`config.mk`:
```
export PLATFORM = sky130hd
export DESIGN_NAME = seg_scan_ctrl
export DESIGN_NICKNAME = d
export VERILOG_FILES = /design/src/rtl/seg_scan_ctrl.sv
export SDC_FILE = /design/constraint.sdc
export NUM_CORES = 1
export LEC_CHECK = 0
export CAP_MARGIN = 30
export CORE_AREA = 8 8 105 107
export DETAILED_ROUTE_END_ITERATION = 8
export DIE_AREA = 0 0 113 115
export PLACE_DENSITY = 0.5
export SYNTH_ARGS = -nofsm -noshare
export SYNTH_HDL_FRONTEND = slang
export SYNTH_SLANG_ARGS = --single-unit
```
`constraint.sdc`:
```
create_clock -name clk -period 4.6 [get_ports clk]
set_input_delay 1.15 -clock clk [delete_from_list [all_inputs] [get_ports clk]]
set_output_delay 1.15 -clock clk [all_outputs]
set_load 0.01 [all_outputs]
```
`src/rtl/seg_scan_ctrl.sv`:
```
// Four-digit multiplexed seven-segment scan controller with per-slot blanking.
// Digits are latched once per frame; anode and segment lines are registered, active-low.
module seg_scan_ctrl #(
  parameter int SLOT_CYCLES  = 100000,
  parameter int BLANK_CYCLES = 1000
) (
  input  logic       clk,
  input  logic       rst,
  input  logic       en,
  input  logic [3:0] d0,
  input  logic [3:0] d1,
  input  logic [3:0] d2,
  input  logic [3:0] d3,
  input  logic [3:0] blank_mask,
  output logic [3:0] an,
  output logic [6:0] seg,
  output logic [1:0] sel,
  output logic       frame_tick
);

  localparam int CW = (SLOT_CYCLES > 2) ? $clog2(SLOT_CYCLES) : 1;

  typedef enum logic [1:0] {IDLE, BLANK, SHOW} state_t;

  state_t          state, state_next;
  logic [CW-1:0]   cnt, cnt_next;
  logic [1:0]      sel_next;
  logic [3:0]      shadow [4];
  logic            capture;
  logic            frame_tick_next;
  logic [3:0]      an_next;
  logic [6:0]      seg_next;

  function automatic logic [6:0] hex_decode(input logic [3:0] v);
    case (v)
      4'h0: hex_decode = 7'b1000000;
      4'h1: hex_decode = 7'b1111001;
      4'h2: hex_decode = 7'b0100100;
      4'h3: hex_decode = 7'b0110000;
      4'h4: hex_decode = 7'b0011001;
      4'h5: hex_decode = 7'b0010010;
      4'h6: hex_decode = 7'b0000010;
      4'h7: hex_decode = 7'b1111000;
      4'h8: hex_decode = 7'b0000000;
      4'h9: hex_decode = 7'b0010000;
      4'hA: hex_decode = 7'b0001000;
      4'hB: hex_decode = 7'b0000011;
      4'hC: hex_decode = 7'b1000110;
      4'hD: hex_decode = 7'b0100001;
      4'hE: hex_decode = 7'b0000110;
      default: hex_decode = 7'b0001110;
    endcase
  endfunction

  always_comb begin
    state_next      = IDLE;
    cnt_next        = '0;
    sel_next        = '0;
    capture         = 1'b0;
    frame_tick_next = 1'b0;
    if (en) begin
      if (state == IDLE) begin
        capture         = 1'b1;
        frame_tick_next = 1'b1;
      end else if (cnt == CW'(SLOT_CYCLES - 1)) begin
        sel_next = sel + 2'd1;
        if (sel == 2'd3) begin
          capture         = 1'b1;
          frame_tick_next = 1'b1;
        end
      end else begin
        cnt_next = cnt + 1'b1;
        sel_next = sel;
      end
      state_next = (cnt_next < CW'(BLANK_CYCLES)) ? BLANK : SHOW;
    end
  end

  // Outputs are computed from next state so they leave the register in step with it;
  // a capture always lands on cnt=0 (BLANK), so the old shadow is never shown.
  always_comb begin
    an_next  = 4'b1111;
    seg_next = 7'b1111111;
    if (state_next == SHOW) begin
      seg_next = hex_decode(shadow[sel_next]);
      if (!blank_mask[sel_next]) an_next = ~(4'b0001 << sel_next);
    end
  end

  always_ff @(posedge clk or posedge rst) begin
    if (rst) begin
      state      <= IDLE;
      cnt        <= '0;
      sel        <= '0;
      frame_tick <= 1'b0;
      an         <= 4'b1111;
      seg        <= 7'b1111111;
      for (int i = 0; i < 4; i++) shadow[i] <= '0;
    end else begin
      state      <= state_next;
      cnt        <= cnt_next;
      sel        <= sel_next;
      frame_tick <= frame_tick_next;
      an         <= an_next;
      seg        <= seg_next;
      if (capture) begin
        shadow[0] <= d0;
        shadow[1] <= d1;
        shadow[2] <= d2;
        shadow[3] <= d3;
      end
    end
  end

endmodule

```
* Word level (Yosys, flattened, before mapping)
Memory sizes are Yosys's and may differ from the RTL's.
Cells that the tools add are included.
** Word-level totals
- ROM bits :: 112
- Bits in writable memories :: 0
- Bits in registers :: 49
- Memories kept :: 1
- Input port bits :: 23
- Output and inout port bits :: 14
- Word-level logic and storage cells :: 44
- Bits in latches :: 0
** Memory list
- (no name shown) :: depth 16, bits a word 7, read ports 1, clocked after memory_dff 0, write ports 0, RTL line 35 : case (v)
** Operators by class
- Reductions and logical operators :: 1
- Shift-type cells :: 1
- Bitwise logic cells :: 2
- Equal/unequal tests :: 3
- Mux-type cells :: 21
- Order comparisons :: 3
- Divide/modulo/power cells :: 0
- Add/sub/neg operators :: 2
- Multipliers :: 0
** Operators by type and width (count)
- $mux W17 :: 4
- $add A17 B1 Y17 const B :: 1
- $eq A17 B17 Y1 const B :: 1
- $lt A17 B10 Y1 const B :: 1
- $mux W4 :: 4
- $mux W2 :: 5
- $bmux W4 S2 :: 1
- $mux W7 :: 1
- $mux W1 :: 5
- $eq A2 B2 Y1 const B :: 2
- $not A4 Y4 :: 1
- $shl A1 B2 Y4 const A :: 1
- $ge A3 B3 Y1 const B :: 1
- $lt A2 B3 Y1 const B :: 1
- $not A2 Y3 :: 1
- $add A2 B1 Y2 const B :: 1
- $bmux W1 S2 :: 1
- $logic_not A2 Y1 :: 1

* Depth between registers and ports, before layout
An unclocked memory read counts as a cell.
- Depth in word-level cells :: 10
- Depth in mapped cells :: 12
- Mapped depth without buffers :: 11

* Worst setup path after synthesis
Ideal clock, no wire load.
- Path kind :: reg2reg
- From :: reg cnt[13]
- To :: reg seg[3]
- Required time :: 4.512 ns
- Data arrival time :: 3.657 ns
- Period minus slack after synthesis :: 3.745 ns
- Setup time :: 0.088 ns
- Cell stages (with the launch flop) :: 12
- Slack :: 0.855 ns
- Path buffers :: 1
- Cells stage by stage :: dfrtp_1 buf_6 or4b_4 nor4_2 mux2i_1 mux2i_1 mux2i_1 inv_1 ha_1 inv_1 mux4_2 or3_1
** Between the ends
- Word-level cells in the longest chain between the ends :: 10
- Elaborated cells between the ends (all ways) :: 18
- Classes of those cells :: add/sub (1); order compare (1); eq/ne (2); mux (12); bitwise (1); memory (1)
** RTL lines
- start: declaration :: RTL line 26 : logic [CW-1:0] cnt, cnt_next;
- start signal: assignment :: RTL line 101 : cnt <= cnt_next;
- $eq A17 B17 Y1 :: RTL line 65 : end else if (cnt == CW'(SLOT_CYCLES - 1)) begin
- $mux W2 :: RTL line 65
- $mux W2 :: RTL line 62 : if (state == IDLE) begin
- $mux W2 :: RTL line 61 : if (en) begin
- net sel_next[1] :: RTL line 27 : logic [1:0] sel_next;
- $not A2 Y3 (implied by the code) :: RTL line 85 : seg_next = hex_decode(shadow[sel_next]);
- $bmux W4 S2 :: RTL line 85
- $mux W4 (implied by the code) (2 in a row) :: RTL line 85
- $mem_v2 Z16 W7
- $mux W7 :: RTL line 84 : if (state_next == SHOW) begin
- net seg_next[3] :: RTL line 32 : logic [6:0] seg_next;
- end signal: assignment :: RTL line 105 : seg <= seg_next;
- end: declaration :: RTL line 16 : output logic [6:0] seg,
The timed path passes the listed nets, and every way through them passes these cells. The select of a mux whose other input is x is not followed.
A chain may end at the register's enable or synchronous reset.

* Final worst setup path
- From :: in en
- To :: reg seg[3]
** Between the ends
- Word-level cells in the longest chain between the ends :: 7
- Elaborated cells between the ends (all ways) :: 9
- Classes of those cells :: eq/ne (1); mux (6); bitwise (1); memory (1)
** RTL lines
- start: declaration :: RTL line 9 : input logic en,
- $mux W2 :: RTL line 61
- net sel_next[0] :: RTL line 27
- $not A2 Y3 (implied by the code) :: RTL line 85
- $bmux W4 S2 :: RTL line 85
- $mux W4 (implied by the code) (2 in a row) :: RTL line 85
- $mem_v2 Z16 W7
- $mux W7 :: RTL line 84
- net seg_next[3] :: RTL line 32
The timed path passes the listed nets, and every way through them passes these cells. The select of a mux whose other input is x is not followed.

==> qor.yml <==
run_status:
  status: "finished clean"
global_routing:
  grt_pass1_vias: 2069
  grt_pass1_wl_um: 10400
  grt_antenna_before_repair: 0
  overflow: 0
  grt_max_degree: 37
  grt.total_usage_pct: 9.96
yosys:
  syn-mean-instance-area_um2: 10.3
  synthFlopType: "dfrtp_1"
  ys_seq_elements: 49
  synth_area_leaders: "dfrtp_1 (34%), dfstp_2 (10%), mux2_2 (6.9%)"
  seq_area_frac_synth_pct: 44.9
  syn-num-nets: 299
  synth_top_area_share_pct: 34.5
  yosysTopAreaCell: "dfrtp_1"
  postSynth.asyncResetShare_pct: 100
  synth.distinct_cells: 55
  synthCells: 268
  yosys_warnings: 0
  synth_enable_flop_cells: 0
  syn_area_um2: 2760
sta:
  fin_hold_ws_ns: 0.516
  fin_crit_sh_pct: 81.3
  setup_viol: 0
  maxSlewViolCount: 0
  tightest_slew_ns: 0.849
  rsz0062_at_grt: "no"
  maxSlewHeadroom_pct: 43.0
  finalCriticalPeriod_ns: 3.74
  final_hold_viol_count: 0
  skew_ns: 0.00869
  fmax_mhz: 268
  fin_setup_tns_ns: 0
setup_path:
  critPathMaxStageDelay_ns: 0.55
  critPathKind: "input pin to flip-flop"
  r2r-start: "cnt[13]"
  worstPathCellList: "clkdlybuf4s50_1 > o21ai_0 > nor2_1 > mux2i_1 > buf_4 > inv_1 > ha_1 > inv_1 > mux4_2 > or3_1"
  crit_path_frequent_cell: "inv_1"
  r2r_setup_slack_ns: 0.88
  startpoint_type: "input pin"
  end_kind: "flip-flop"
  worstPathRequired_ns: 4.83
  critical_path.top_delay_family: "buffers and inverters"
  cp.arrival_ns: 3.97
  cp_max_fo: 6
  crit_slowest_cell: "clkdlybuf4s50_1"
  critPathBufInv: 4
  crit_start: "en"
final_layout:
  layout_commonest_cell: "dfrtp_1"
  postLayoutCellArea_um2: 3360
  final_cell_mix: "dfrtp_1 (38), clkdlybuf4s50_1 (36), nor2_1 (26), nand2_1 (20), mux2_2 (17)"
  diodes: 0
  stdcell_count: 419
  fill_cells: 974
  drive_gt1_share_pct: 17.0
  area_growth_pct: 21.8
  nets: 335
pwr:
  p_switching_mw: 0.228
  seqPwrFrac_pct: 52.5
  finalPower_mw: 0.891
  p_per_area_nw_per_um2: 265
  p_comb_share_pct: 14.6
  ir_worst_vdd_uv: 134
  intPower_mw: 0.663
  p_clk_share_pct: 33.0
  power.share.switching_pct: 25.5
  power_leakage_nw: 1.28
floorplanning:
  dieArea_um2: 13000
  die_w_um: 113
  core-area_um2: 9460
  start_util_pct: 29.2
  row_count: 36
  die_h_um: 115
  io_pins: 37
clock_tree:
  htreeDepth: 2
  post-cts-setup-buffer-count: 0
  cts_tree: "done"
  cts_buffers: 5
  clock-sinks: 49
  clk_pin_slew_ns: 0.09
  ctsResizeCount: 0
  clock_latency_ns: 0.31
  clockBufferDepth: 2
  holdBufCountCts: 0
  cts-root-buf: "clkbuf_8"
routing:
  dr.pass1.iters: 4
  drc: 0
  vias: 2076
  wl_um: 6270
  antenna_left: 0
  drtIter0Drc: 136
  routedWlPerCell_um: 15.0
  avgViaCountPerCell: 4.95
min_path:
  hold_path.class: "flip-flop to flip-flop"
  worstHoldStart: "cnt[0]"
flow_run:
  drv_cap: 0
placement:
  port-buffer-count: 36
  dp_cells: 411
  hpwl_um: 4650
  gp_congestion: 0.777
  place_area_um2: 3250
-- registers in the layout, indices dropped and copies added, names as in the netlist --
| register | count |
|---|---|
| cnt | 17 |
| shadow | 16 |
| seg | 7 |
| an | 4 |
| sel | 2 |
| state | 2 |
| frame_tick | 1 |
-- cells in the mapped netlist (2+ instances only) --
cell and n:
dfrtp_1 38, nor2_1 26, nand2_1 20, mux2_2 17, nand3_1 14, xnor2_1 13, mux2i_1 12, dfstp_2 11
clkbuf_1 10, o21ai_0 9, and3_1 8, ha_1 8, inv_1 8, nor3_1 8, a21oi_1 6, xor2_1 5
o221ai_1 4, a22oi_1 3, a31oi_1 3, buf_2 3, nand2b_1 3, nand3b_1 3, nand4_1 2, nand4bb_1 2
nor4_1 2
-- per-stage QoR --
step | utilization, % | setup WS, ns
floorplan | - | 0.855
global placement | 34.4 | 0.590
detailed placement | 34.4 | 0.492
CTS | 35.5 | 0.825
global route | 35.5 | 0.631
finish | 35.5 | 0.862
-- metal layers --
metal / vias to the layer above / wire length [µm] / track usage (%)
met3: 6 / 277 / 2.84
li1: 1027 / - / -
met1: 1010 / 2870 / 12.3
met2: 33 / 3060 / 16.6
met5: - / 0 / 0
met4: 0 / 59 / 3.02
-- cells by family after synthesis --
kind of cell | Yosys count | share of synthesized area, %
fa+ha+maj | 8 | 3.63
buf+inv | 24 | 3.81
mux | 30 | 12.1
compound gates | 38 | 10.2
flops | 49 | 44.9
xor+xnor | 18 | 5.71
simple gates | 101 | 19.5
-- layout make-up --
cell class / count / area, µm² / area share [%]
well taps: 114 / 143 / 4.24
clock buffers: 7 / 97.6 / 2.90
flip-flops and latches: 49 / 1240 / 36.9
inverters: 8 / 30.0 / 0.894
repair buffers: 45 / 428 / 12.7
multi-input cells: 195 / 1410 / 42.1
clock inverters: 1 / 8.76 / 0.261
-- power groups by stage --
stage / registers, mW / logic [mW] / clock network, mW
3_5_place_dp: 0.476 / 0.132 / 0
2_1_floorplan: 0.471 / 0.0850 / 0
4_1_cts: 0.468 / 0.132 / 0.306
6_report: 0.467 / 0.130 / 0.294
3_3_place_gp: 0.476 / 0.130 / 0
5_1_grt: 0.471 / 0.145 / 0.322
-- worst register-to-register path, delay by kind of cell, from the launching register on --
kind / cells / cell delay (ns)
multiplexers: 2 / 0.68
buffers and inverters: 3 / 0.29
flip-flops: 1 / 0.48
AND/OR/NAND/NOR: 4 / 1.80
adder cells (fa/ha/maj): 1 / 0.30
XOR/XNOR: 1 / 0.11
-- worst paths after layout --
path,end,cells past startpoint
worst min-delay path,cnt[0],1
worst max-delay path,seg[3],10
min in group asynchronous,cnt[9],2
worst max register to register,seg[3],11
worst min register to register,cnt[0],1
max in group asynchronous,state[1],3
Note: power is estimated with default switching activity, not from simulation.
